$ cat src/rtl/lii_pkg.sv
`default_nettype none
// +----------------------------------------------------------------------+
// | lii_pkg: shared LII beat types and width helpers                     |
// | Rev 1.0                                                              |
// +----------------------------------------------------------------------+
package lii_pkg;

    localparam int LII_ID_W = 8;
    localparam int LII_PW   = 64;

    typedef struct packed {
        logic [LII_PW-1:0]   data;
        logic [LII_ID_W-1:0] src;
        logic [LII_ID_W-1:0] dst;
    } lii_beat_t;

    function automatic int nbeat(input int dw, input int pw);
        return (dw + pw - 1) / pw;
    endfunction

endpackage
`default_nettype wire

$ cat src/rtl/lii_skid_buf.sv
`default_nettype none
// +----------------------------------------------------------------------+
// | lii_skid_buf: 2-entry output buffer with a registered input ready    |
// | Rev 1.0                                                              |
// +----------------------------------------------------------------------+
module lii_skid_buf #(
    parameter int W = 392
) (
    input  logic         aclk,
    input  logic         arstn,
    input  logic [W-1:0] in_data,
    input  logic         in_valid,
    output logic         in_ready,
    output logic [W-1:0] out_data,
    output logic         out_valid,
    input  logic         out_ready
);

    logic [W-1:0] mem_q [2];
    logic [W-1:0] mem_d [2];
    logic         rd_ptr_q, rd_ptr_d;
    logic         wr_ptr_q, wr_ptr_d;
    logic [1:0]   count_q,  count_d;
    logic         in_ready_q, in_ready_d;
    logic         push, pop;

    assign in_ready  = in_ready_q;
    assign out_valid = (count_q != 2'd0);
    assign out_data  = mem_q[rd_ptr_q];

    always_comb begin
        mem_d      = mem_q;
        rd_ptr_d   = rd_ptr_q;
        wr_ptr_d   = wr_ptr_q;
        push       = in_valid && in_ready_q;
        pop        = out_valid && out_ready;
        if (push) begin
            mem_d[wr_ptr_q] = in_data;
            wr_ptr_d        = ~wr_ptr_q;
        end
        if (pop) begin
            rd_ptr_d = ~rd_ptr_q;
        end
        count_d    = count_q + {1'b0, push} - {1'b0, pop};
        // Ready is computed from next occupancy so it never depends on out_ready combinationally.
        in_ready_d = (count_d != 2'd2);
    end

    always_ff @(posedge aclk or negedge arstn) begin
        if (!arstn) begin
            mem_q[0]   <= '0;
            mem_q[1]   <= '0;
            rd_ptr_q   <= 1'b0;
            wr_ptr_q   <= 1'b0;
            count_q    <= 2'd0;
            in_ready_q <= 1'b0;
        end else begin
            mem_q      <= mem_d;
            rd_ptr_q   <= rd_ptr_d;
            wr_ptr_q   <= wr_ptr_d;
            count_q    <= count_d;
            in_ready_q <= in_ready_d;
        end
    end

endmodule
`default_nettype wire

$ cat src/rtl/lii_rx_reassembler.sv
`default_nettype none
// +----------------------------------------------------------------------+
// | lii_rx_reassembler: filters LII beats by dst and packs NBEAT beats   |
// | into one kernel word on an AXI-Stream style output. Rev 1.0          |
// +----------------------------------------------------------------------+
module lii_rx_reassembler
    import lii_pkg::*;
#(
    parameter int                  PW    = LII_PW,
    parameter int                  DW    = 384,
    parameter logic [LII_ID_W-1:0] MY_ID = 8'h01
) (
    input  logic                aclk,
    input  logic                arstn,
    input  logic [PW-1:0]       lii_in_tdata,
    input  logic                lii_in_tvalid,
    output logic                lii_in_tready,
    input  logic [LII_ID_W-1:0] lii_in_src,
    input  logic [LII_ID_W-1:0] lii_in_dst,
    output logic [DW-1:0]       out_stream_tdata,
    output logic                out_stream_tvalid,
    input  logic                out_stream_tready,
    output logic [LII_ID_W-1:0] out_src,
    output logic [15:0]         drop_cnt,
    output logic                src_err
);

    localparam int            NBEAT    = nbeat(DW, PW);
    localparam int            WIDE_W   = NBEAT * PW;
    localparam int            CW       = (NBEAT > 1) ? $clog2(NBEAT) : 1;
    localparam logic [CW-1:0] LAST_IDX = CW'(NBEAT - 1);

    lii_beat_t             beat;
    logic                  accept, keep, drop;
    logic [CW-1:0]         cnt_q, cnt_d;
    logic [DW-1:0]         word_q, word_d;
    logic [WIDE_W-1:0]     wide;
    logic [LII_ID_W-1:0]   lock_src_q, lock_src_d;
    logic [LII_ID_W-1:0]   word_src;
    logic [15:0]           drop_cnt_q, drop_cnt_d;
    logic                  src_err_q, src_err_d;
    logic                  push;

    assign beat   = '{data: lii_in_tdata, src: lii_in_src, dst: lii_in_dst};
    assign accept = lii_in_tvalid && lii_in_tready;
    assign keep   = accept && (beat.dst == MY_ID);
    assign drop   = accept && (beat.dst != MY_ID);

    assign drop_cnt = drop_cnt_q;
    assign src_err  = src_err_q;

    always_comb begin
        cnt_d      = cnt_q;
        lock_src_d = lock_src_q;
        drop_cnt_d = drop_cnt_q;
        src_err_d  = src_err_q;
        push       = 1'b0;
        // Insert into a beat-aligned view; bits above DW fall away, truncating the last beat.
        wide       = WIDE_W'(word_q);
        word_src   = (cnt_q == '0) ? beat.src : lock_src_q;
        if (keep) begin
            wide[cnt_q*PW +: PW] = beat.data;
            if (cnt_q == '0) begin
                lock_src_d = beat.src;
            end else if (beat.src != lock_src_q) begin
                src_err_d = 1'b1;
            end
            if (cnt_q == LAST_IDX) begin
                cnt_d = '0;
                push  = 1'b1;
            end else begin
                cnt_d = cnt_q + 1'b1;
            end
        end
        word_d = wide[DW-1:0];
        if (drop && (drop_cnt_q != 16'hFFFF)) begin
            drop_cnt_d = drop_cnt_q + 16'd1;
        end
    end

    always_ff @(posedge aclk or negedge arstn) begin
        if (!arstn) begin
            cnt_q      <= '0;
            word_q     <= '0;
            lock_src_q <= '0;
            drop_cnt_q <= '0;
            src_err_q  <= 1'b0;
        end else begin
            cnt_q      <= cnt_d;
            word_q     <= word_d;
            lock_src_q <= lock_src_d;
            drop_cnt_q <= drop_cnt_d;
            src_err_q  <= src_err_d;
        end
    end

    lii_skid_buf #(
        .W (DW + LII_ID_W)
    ) u_skid (
        .aclk      (aclk),
        .arstn     (arstn),
        .in_data   ({word_src, word_d}),
        .in_valid  (push),
        .in_ready  (lii_in_tready),
        .out_data  ({out_src, out_stream_tdata}),
        .out_valid (out_stream_tvalid),
        .out_ready (out_stream_tready)
    );

endmodule
`default_nettype wire

$ cat config.mk
export PLATFORM = sky130hd
export DESIGN_NAME = lii_rx_reassembler
export DESIGN_NICKNAME = d
export VERILOG_FILES = /design/src/rtl/lii_pkg.sv /design/src/rtl/lii_skid_buf.sv /design/src/rtl/lii_rx_reassembler.sv
export SDC_FILE = /design/constraint.sdc
export NUM_CORES = 2
export LEC_CHECK = 0
export ABC_CLOCK_PERIOD_IN_PS = 5400
export BUFFER_PORTS_ARGS = -buffer_cell sky130_fd_sc_hd__buf_2
export CAP_MARGIN = 25
export CORE_MARGIN = 5
export CORE_UTILIZATION = 55
export CTS_BUF_LIST = sky130_fd_sc_hd__clkbuf_16
export DETAILED_ROUTE_END_ITERATION = 10
export PLACE_DENSITY = 0.75
export SETUP_SLACK_MARGIN = 0.2
export SLEW_MARGIN = 40
export SYNTH_ARGS = -nofsm -noshare
export SYNTH_HDL_FRONTEND = slang
export SYNTH_SLANG_ARGS = --single-unit
export TNS_END_PERCENT = 10
$ cat constraint.sdc
create_clock -name aclk -period 5.4 [get_ports aclk]
set_input_delay 0.54 -clock aclk [delete_from_list [all_inputs] [get_ports aclk]]
set_output_delay 0.54 -clock aclk [all_outputs]
set_load 0.02 [all_outputs]
Yosys cells after proc, flatten, opt, wreduce, memory -nomap -nowiden
Cells that the tools add are included.

Logic and storage cells: 54. Register bits after elaboration: 1201. Bits of input ports: 84.

Bitwise operators: 5. Shift operators: 2. Equality and inequality tests: 6. Reduce and logical (&&, ||, !) cells: 10. $lt $le $gt $ge: 3. Mux-type cells: 12. Add/subtract/negate cells: 5.

Operator list (count): 392-bit 2-to-1 mux (4); 784-bit bitwise mux (1); 392-bit demux with 1-bit select (1); 384-bit bitwise mux (1); 384-bit 2-to-1 mux (1); 64-bit by 34-bit variable shift with 384-bit output (first input constant) (1); 64-bit by 34-bit variable part select with 384-bit output (1); 9-bit negation with 34-bit output (1); 16-bit by 1-bit adder with 16-bit output (second input constant) (1); 16-bit inequality test (second input constant) (1); 8-bit by 1-bit == test with 1-bit output (second input constant) (1); 8-bit 2-to-1 mux (1); 8-bit by 1-bit inequality test with 1-bit output (second input constant) (1); 8-bit inequality test (1); 1-bit logical AND (7); 2-bit >= comparator (second input constant) (2); 1-bit NOT with 2-bit output (2); 3-bit by 1-bit adder with 3-bit output (second input constant) (1); 3-bit == test (second input constant) (1); 3-bit logical NOT (1); 3-bit 2-to-1 mux (1); 1-bit NOT (3); 3-bit AND reduction (1); 2-bit by 1-bit adder with 2-bit output (1); other kinds (5) (6).

Longest topological paths before layout
Depth after elaboration: 7. Depth in mapped cells: 12.

By module
From an unflattened synthesis, not the netlist that was laid out.

Cells, all modules: 3736. Area, all modules: 51013.9 um^2.

By module, submodules not included: lii_skid_buf (cells an instance 2111, area each 34131.5 um^2, seq. area each 19743.9 um^2, times used 1); lii_rx_reassembler (cells an instance 1625, area each 16882.4 um^2, seq. area each 10309.9 um^2, times used 1).

Worst setup path after synthesis
OpenSTA, ideal clock, no wires.

Path type: reg2reg. From: reg cnt_q[0]. To: reg u_skid.mem_q[314] (netlist name). Data arrival time: 2.407 ns. Path slack: 2.859 ns. Stages on the path, launching flop included: 13. Clock period less this slack: 2.541 ns. Library setup time: 0.134 ns. Cell sequence: dfrtp_1 -> buf_2 -> inv_1 -> ha_1 -> ha_1 -> clkbuf_1 -> nand2b_1 -> nor4_1 -> nand4_1 -> buf_2 -> buf_2 -> mux2i_1 -> a21oi_1.

Cells in the longest elaborated chain, start to end: 5.

RTL lines: start: declaration (line lii_rx_reassembler.sv:35) `logic [CW-1:0] cnt_q, cnt_d;`; start signal: assignment (line lii_rx_reassembler.sv:89) `cnt_q <= cnt_d;`; 9-bit negation with 34-bit output (line lii_rx_reassembler.sv:62) `wide[cnt_q*PW +: PW] = beat.data;`; 64-bit by 34-bit variable part select with 384-bit output / 64-bit by 34-bit variable shift with 384-bit output (equally long branches) (line lii_rx_reassembler.sv:62); 384-bit bitwise mux (line lii_rx_reassembler.sv:62); 384-bit 2-to-1 mux (line lii_rx_reassembler.sv:61) `if (keep) begin`; 784-bit bitwise mux (line lii_skid_buf.sv:38) `mem_d[wr_ptr_q] = in_data;`; end signal: assignment (line lii_skid_buf.sv:58) `mem_q <= mem_d;`; end: declaration (line lii_skid_buf.sv:19) `logic [W-1:0] mem_q [2];`.

Parallel ways exist; a longest one is shown, timed or not. A chain may end at the register's enable or synchronous reset.

Worst setup path after layout
From: reg cnt_q[0]. To: reg u_skid.mem_q[643] (netlist name).

Same word-level chain as after synthesis.

==> flow_results.xml <==
<?xml version="1.0" encoding="UTF-8"?>
<metrics>
  <group name="setup_path">
    <metric name="worst_path_largest_cell_delay" unit="ps">680</metric>
    <metric name="cp_max_fo" unit="">161</metric>
    <metric name="critical_path.slowest_cell" unit="">sky130_fd_sc_hd__nor4_4</metric>
    <metric name="cp_data_arrival_time" unit="ps">4360</metric>
    <metric name="worst_setup_path_end_kind" unit="">register</metric>
    <metric name="r2r_end" unit="">u_skid.mem_q[643]</metric>
    <metric name="r2r_start" unit="">cnt_q[0]</metric>
    <metric name="worstPathRequired" unit="ps">5970</metric>
    <metric name="cp_cell_sequence" unit="">buf_4 -&gt; ha_1 -&gt; nand2_1 -&gt; nor4_4 -&gt; nand2_8 -&gt; buf_12 -&gt; buf_16 -&gt; nand2_1 -&gt; o21ai_0</metric>
    <metric name="critical-path-top-cell-by-count" unit="">sky130_fd_sc_hd__nand2_1</metric>
    <metric name="start_kind" unit="">register</metric>
    <metric name="worst-setup-path-type" unit="">reg2reg</metric>
    <metric name="timing.reg2reg.worst_path_depth" unit="">9</metric>
    <metric name="timing.reg2reg.setup_slack" unit="ps">1610</metric>
  </group>
  <group name="synthesis">
    <metric name="synth-warning-count" unit="">0</metric>
    <metric name="post_synth.cell_area_avg" unit="µm²">10.63</metric>
    <metric name="synthesis.instances" unit="">4722</metric>
    <metric name="synth_fp_nets" unit="">4815</metric>
    <metric name="synth_sequential_area_ratio" unit="%">59.90</metric>
    <metric name="postSynth.asyncResetShare" unit="%">100.0</metric>
    <metric name="ys_seq_elements" unit="">1201</metric>
    <metric name="ys_top_cells_by_area" unit="">sky130_fd_sc_hd__dfrtp_1 60%, sky130_fd_sc_hd__mux2_2 9.0%, sky130_fd_sc_hd__nand2_1 6.0%</metric>
    <metric name="count_of_different_cell_masters_after_synthesis" unit="">45</metric>
    <metric name="synth.top_cell.area_share" unit="%">59.90</metric>
    <metric name="commonest_register_cell_after_synthesis" unit="">sky130_fd_sc_hd__dfrtp_1</metric>
    <metric name="synthesis.area" unit="µm²">50180</metric>
    <metric name="synth-edff-count" unit="">0</metric>
    <metric name="synth_top_cell_by_area" unit="">sky130_fd_sc_hd__dfrtp_1</metric>
  </group>
  <group name="clock_network">
    <metric name="ctsHoldBuffers" unit="">10</metric>
    <metric name="clock_latency" unit="ps">730</metric>
    <metric name="cts_sinks" unit="">1201</metric>
    <metric name="clk_path_buf_depth" unit="">3</metric>
    <metric name="clk_pin_slew" unit="ps">60</metric>
    <metric name="number_of_resized_instances_in_the_post_cts_repair_step" unit="">0</metric>
    <metric name="number_of_clock_buffers_inserted_by_tritoncts" unit="">130</metric>
    <metric name="cts.repair_timing.setup_buffer_count" unit="">0</metric>
    <metric name="tritoncts_clock_tree" unit="">built</metric>
    <metric name="clk_root_buffer_cell" unit="">sky130_fd_sc_hd__clkbuf_16</metric>
    <metric name="clock_tree.htree_level_count" unit="">4</metric>
  </group>
  <group name="die">
    <metric name="floorplan.initialDensity" unit="%">55.58</metric>
    <metric name="fp.coreArea" unit="µm²">90290</metric>
    <metric name="placementRows" unit="">110</metric>
    <metric name="die_area" unit="µm²">97370</metric>
    <metric name="top_level_ports" unit="">495</metric>
    <metric name="fp.dieW" unit="µm">312.0</metric>
    <metric name="die_h" unit="µm">312.0</metric>
  </group>
  <group name="place">
    <metric name="post-dp-hpwl" unit="mm">87.42</metric>
    <metric name="gpl.final_weighted_congestion" unit="">0.8252</metric>
    <metric name="placement.cell_area" unit="µm²">53510</metric>
    <metric name="io_buffer_count" unit="">494</metric>
  </group>
  <group name="timing">
    <metric name="fin_worst_skew" unit="ps">25.84</metric>
    <metric name="timing.slew.headroom" unit="%">38.00</metric>
    <metric name="finalSetupViolations" unit="">0</metric>
    <metric name="tightest_slew" unit="ps">928.1</metric>
    <metric name="min_period_over_period" unit="%">70.12</metric>
    <metric name="timing_max_transition_violations_final" unit="">0</metric>
    <metric name="timing.setup.tns" unit="ps">0</metric>
    <metric name="rsz0062_at_grt" unit="">no</metric>
    <metric name="post_layout_min_period" unit="ps">3787</metric>
    <metric name="finalHoldViolations" unit="">0</metric>
    <metric name="clock.fmax" unit="MHz">264.1</metric>
  </group>
  <group name="status">
    <metric name="status" unit="">complete, no violations</metric>
  </group>
  <group name="layout">
    <metric name="area_delta_synth_final" unit="%">14.97</metric>
    <metric name="filler_cell_count_in_the_final_layout" unit="">7072</metric>
    <metric name="finalNetCount" unit="">5189</metric>
    <metric name="most_common_library_cell_in_the_layout_ignoring_fill_and_taps" unit="">sky130_fd_sc_hd__dfrtp_1</metric>
    <metric name="drive_above_1_share" unit="%">22.48</metric>
    <metric name="final_area" unit="µm²">57690</metric>
    <metric name="most-common-layout-cells" unit="">1199 x sky130_fd_sc_hd__dfrtp_1, 797 x sky130_fd_sc_hd__nand2_1, 568 x sky130_fd_sc_hd__o21ai_0, 493 x sky130_fd_sc_hd__buf_2, 402 x sky130_fd_sc_hd__mux2_2</metric>
    <metric name="final_core_util" unit="%">63.89</metric>
  </group>
  <group name="routing">
    <metric name="firstDrtPassIters" unit="">5</metric>
    <metric name="drt_iter0_drc" unit="">3010</metric>
    <metric name="wl_per_cell" unit="µm">21.83</metric>
    <metric name="post-route-drc-count" unit="">0</metric>
    <metric name="postRouteWirelength" unit="mm">139.2</metric>
    <metric name="num_vias" unit="">35490</metric>
    <metric name="ant_nets" unit="">0</metric>
    <metric name="vias_per_cell" unit="">5.568</metric>
  </group>
  <group name="grt">
    <metric name="grt_usage" unit="%">28.26</metric>
    <metric name="grt_pass1_wl" unit="mm">214.6</metric>
    <metric name="grt_max_degree" unit="">227</metric>
    <metric name="gr-total-overflow" unit="">0</metric>
    <metric name="antenna_found_initial" unit="">12</metric>
    <metric name="grt_pass1_vias" unit="">35850</metric>
  </group>
  <group name="power_and_ir_drop">
    <metric name="worst_ir_drop_vdd" unit="µV">293.6</metric>
    <metric name="powerDensity" unit="nW/µm²">334.0</metric>
    <metric name="power.leakage" unit="nW">32.74</metric>
  </group>
  <group name="min_path">
    <metric name="launch_instance_of_the_worst_min_delay_path" unit="">lii_in_tdata[56]</metric>
    <metric name="hold_path_end" unit="">word_q[56]</metric>
    <metric name="hold-path-cell-count" unit="">3</metric>
    <metric name="holdCritPathClass" unit="">in2reg</metric>
  </group>
  <group name="job">
    <metric name="max_cap_viol_count" unit="">0</metric>
  </group>
</metrics>
==> cells in the mapped netlist (7+ instances only) <==
cell type                  number
sky130_fd_sc_hd__dfrtp_1     1201
sky130_fd_sc_hd__nand2_1      799
sky130_fd_sc_hd__o21ai_0      568
sky130_fd_sc_hd__mux2_2       402
sky130_fd_sc_hd__inv_1        329
sky130_fd_sc_hd__clkbuf_1     243
sky130_fd_sc_hd__a21oi_1      232
sky130_fd_sc_hd__nor2_1       203
sky130_fd_sc_hd__mux2i_1      198
sky130_fd_sc_hd__and3_1       167
sky130_fd_sc_hd__nor2b_1       68
sky130_fd_sc_hd__a31oi_1       65
sky130_fd_sc_hd__buf_2         44
sky130_fd_sc_hd__and2_1        29
sky130_fd_sc_hd__o21ai_1       28
sky130_fd_sc_hd__a21oi_2       26
sky130_fd_sc_hd__xor2_1        17
sky130_fd_sc_hd__buf_4         16
sky130_fd_sc_hd__ha_1           9
sky130_fd_sc_hd__nand4_1        9
sky130_fd_sc_hd__xnor2_1        9
sky130_fd_sc_hd__nand3_1        8
sky130_fd_sc_hd__buf_6          7
==> stage by stage <==
step / power, mW / hold WS (ps) / instances / setup WS (ps)
after floorplan: 10.42 / 244.4 / 4722 / 2859
after global placement: 11.10 / 448.5 / 6125 / 1640
after detailed placement: 11.11 / 458.4 / 6127 / 1615
after CTS: 19.40 / 1.248 / 6364 / 1642
after global routing: 19.87 / 15.40 / 6369 / 1460
final: 19.27 / 37.30 / 6374 / 1613
==> flip-flops by register name (all words and copies together) (netlist names) <==
signal	count
cnt_q	3
drop_cnt	16
lock_src_q	8
src_err	1
u_skid.count_q	2
u_skid.in_ready	1
u_skid.mem_q	784
u_skid.rd_ptr_q	1
u_skid.wr_ptr_q	1
word_q	384
==> cells by family after synthesis <==
group | Yosys count | synth area share (%)
multiplexers | 601 | 13.00
XOR/XNOR | 26 | 0.4538
AND/OR/NAND/NOR | 1314 | 11.52
buffers and inverters | 648 | 5.316
flip-flops | 1201 | 59.90
adder cells (fa/ha/maj) | 9 | 0.2244
AO/OA/AOI/OAI | 923 | 9.585
==> routing by layer <==
layer  GRT usage [%]  vias to the layer above  wire length (µm)
met5               0                        -                34
met4           11.85                        4              6101
met3           6.248                      299              9308
met2           46.60                     1151             67380
met1           36.61                    17640             56340
li1                -                    16400                 -
==> worst max path at each step <==
stage	depth (start not counted)	start	slack [ps]	endpoint
finish	9	cnt_q[0]	1610	u_skid.mem_q[643]
global route	9	cnt_q[0]	1460	u_skid.mem_q[570]
CTS	9	cnt_q[1]	1640	u_skid.mem_q[578]
detailed placement	7	lii_in_dst[5]	1610	u_skid.mem_q[578]
global placement	7	lii_in_dst[5]	1640	u_skid.mem_q[342]
floorplan	12	cnt_q[0]	2860	u_skid.mem_q[314]
==> worst max-delay path: cells and delay by family, from the launching register on <==
family / cells / cell delay, ps
buf+inv: 3 / 1040
compound gates: 1 / 110
simple gates: 4 / 1550
fa+ha+maj: 1 / 340
flops: 1 / 350
==> cell type report <==
| type | count | area, µm² | area share, % |
|---|---|---|---|
| Antenna cell | 7 | 17.52 | 0.03037 |
| Inverter | 329 | 1235 | 2.141 |
| Clock inverter | 92 | 556.8 | 0.9652 |
| Clock buffer | 135 | 3378 | 5.856 |
| Multi-Input combinational cell | 2873 | 17600 | 30.50 |
| Sequential cell | 1201 | 30060 | 52.11 |
| Tap cell | 1176 | 1471 | 2.551 |
| Timing Repair Buffer | 561 | 3373 | 5.848 |
==> report_power, final <==
part	total, mW	switching (mW)	internal [mW]
sequential	9.21	0.142	9.07
clock	8.31	3.54	4.78
combinational	1.74	1.10	0.642
total	19.3	4.78	14.5
Note: power is estimated with default switching activity, not from simulation.
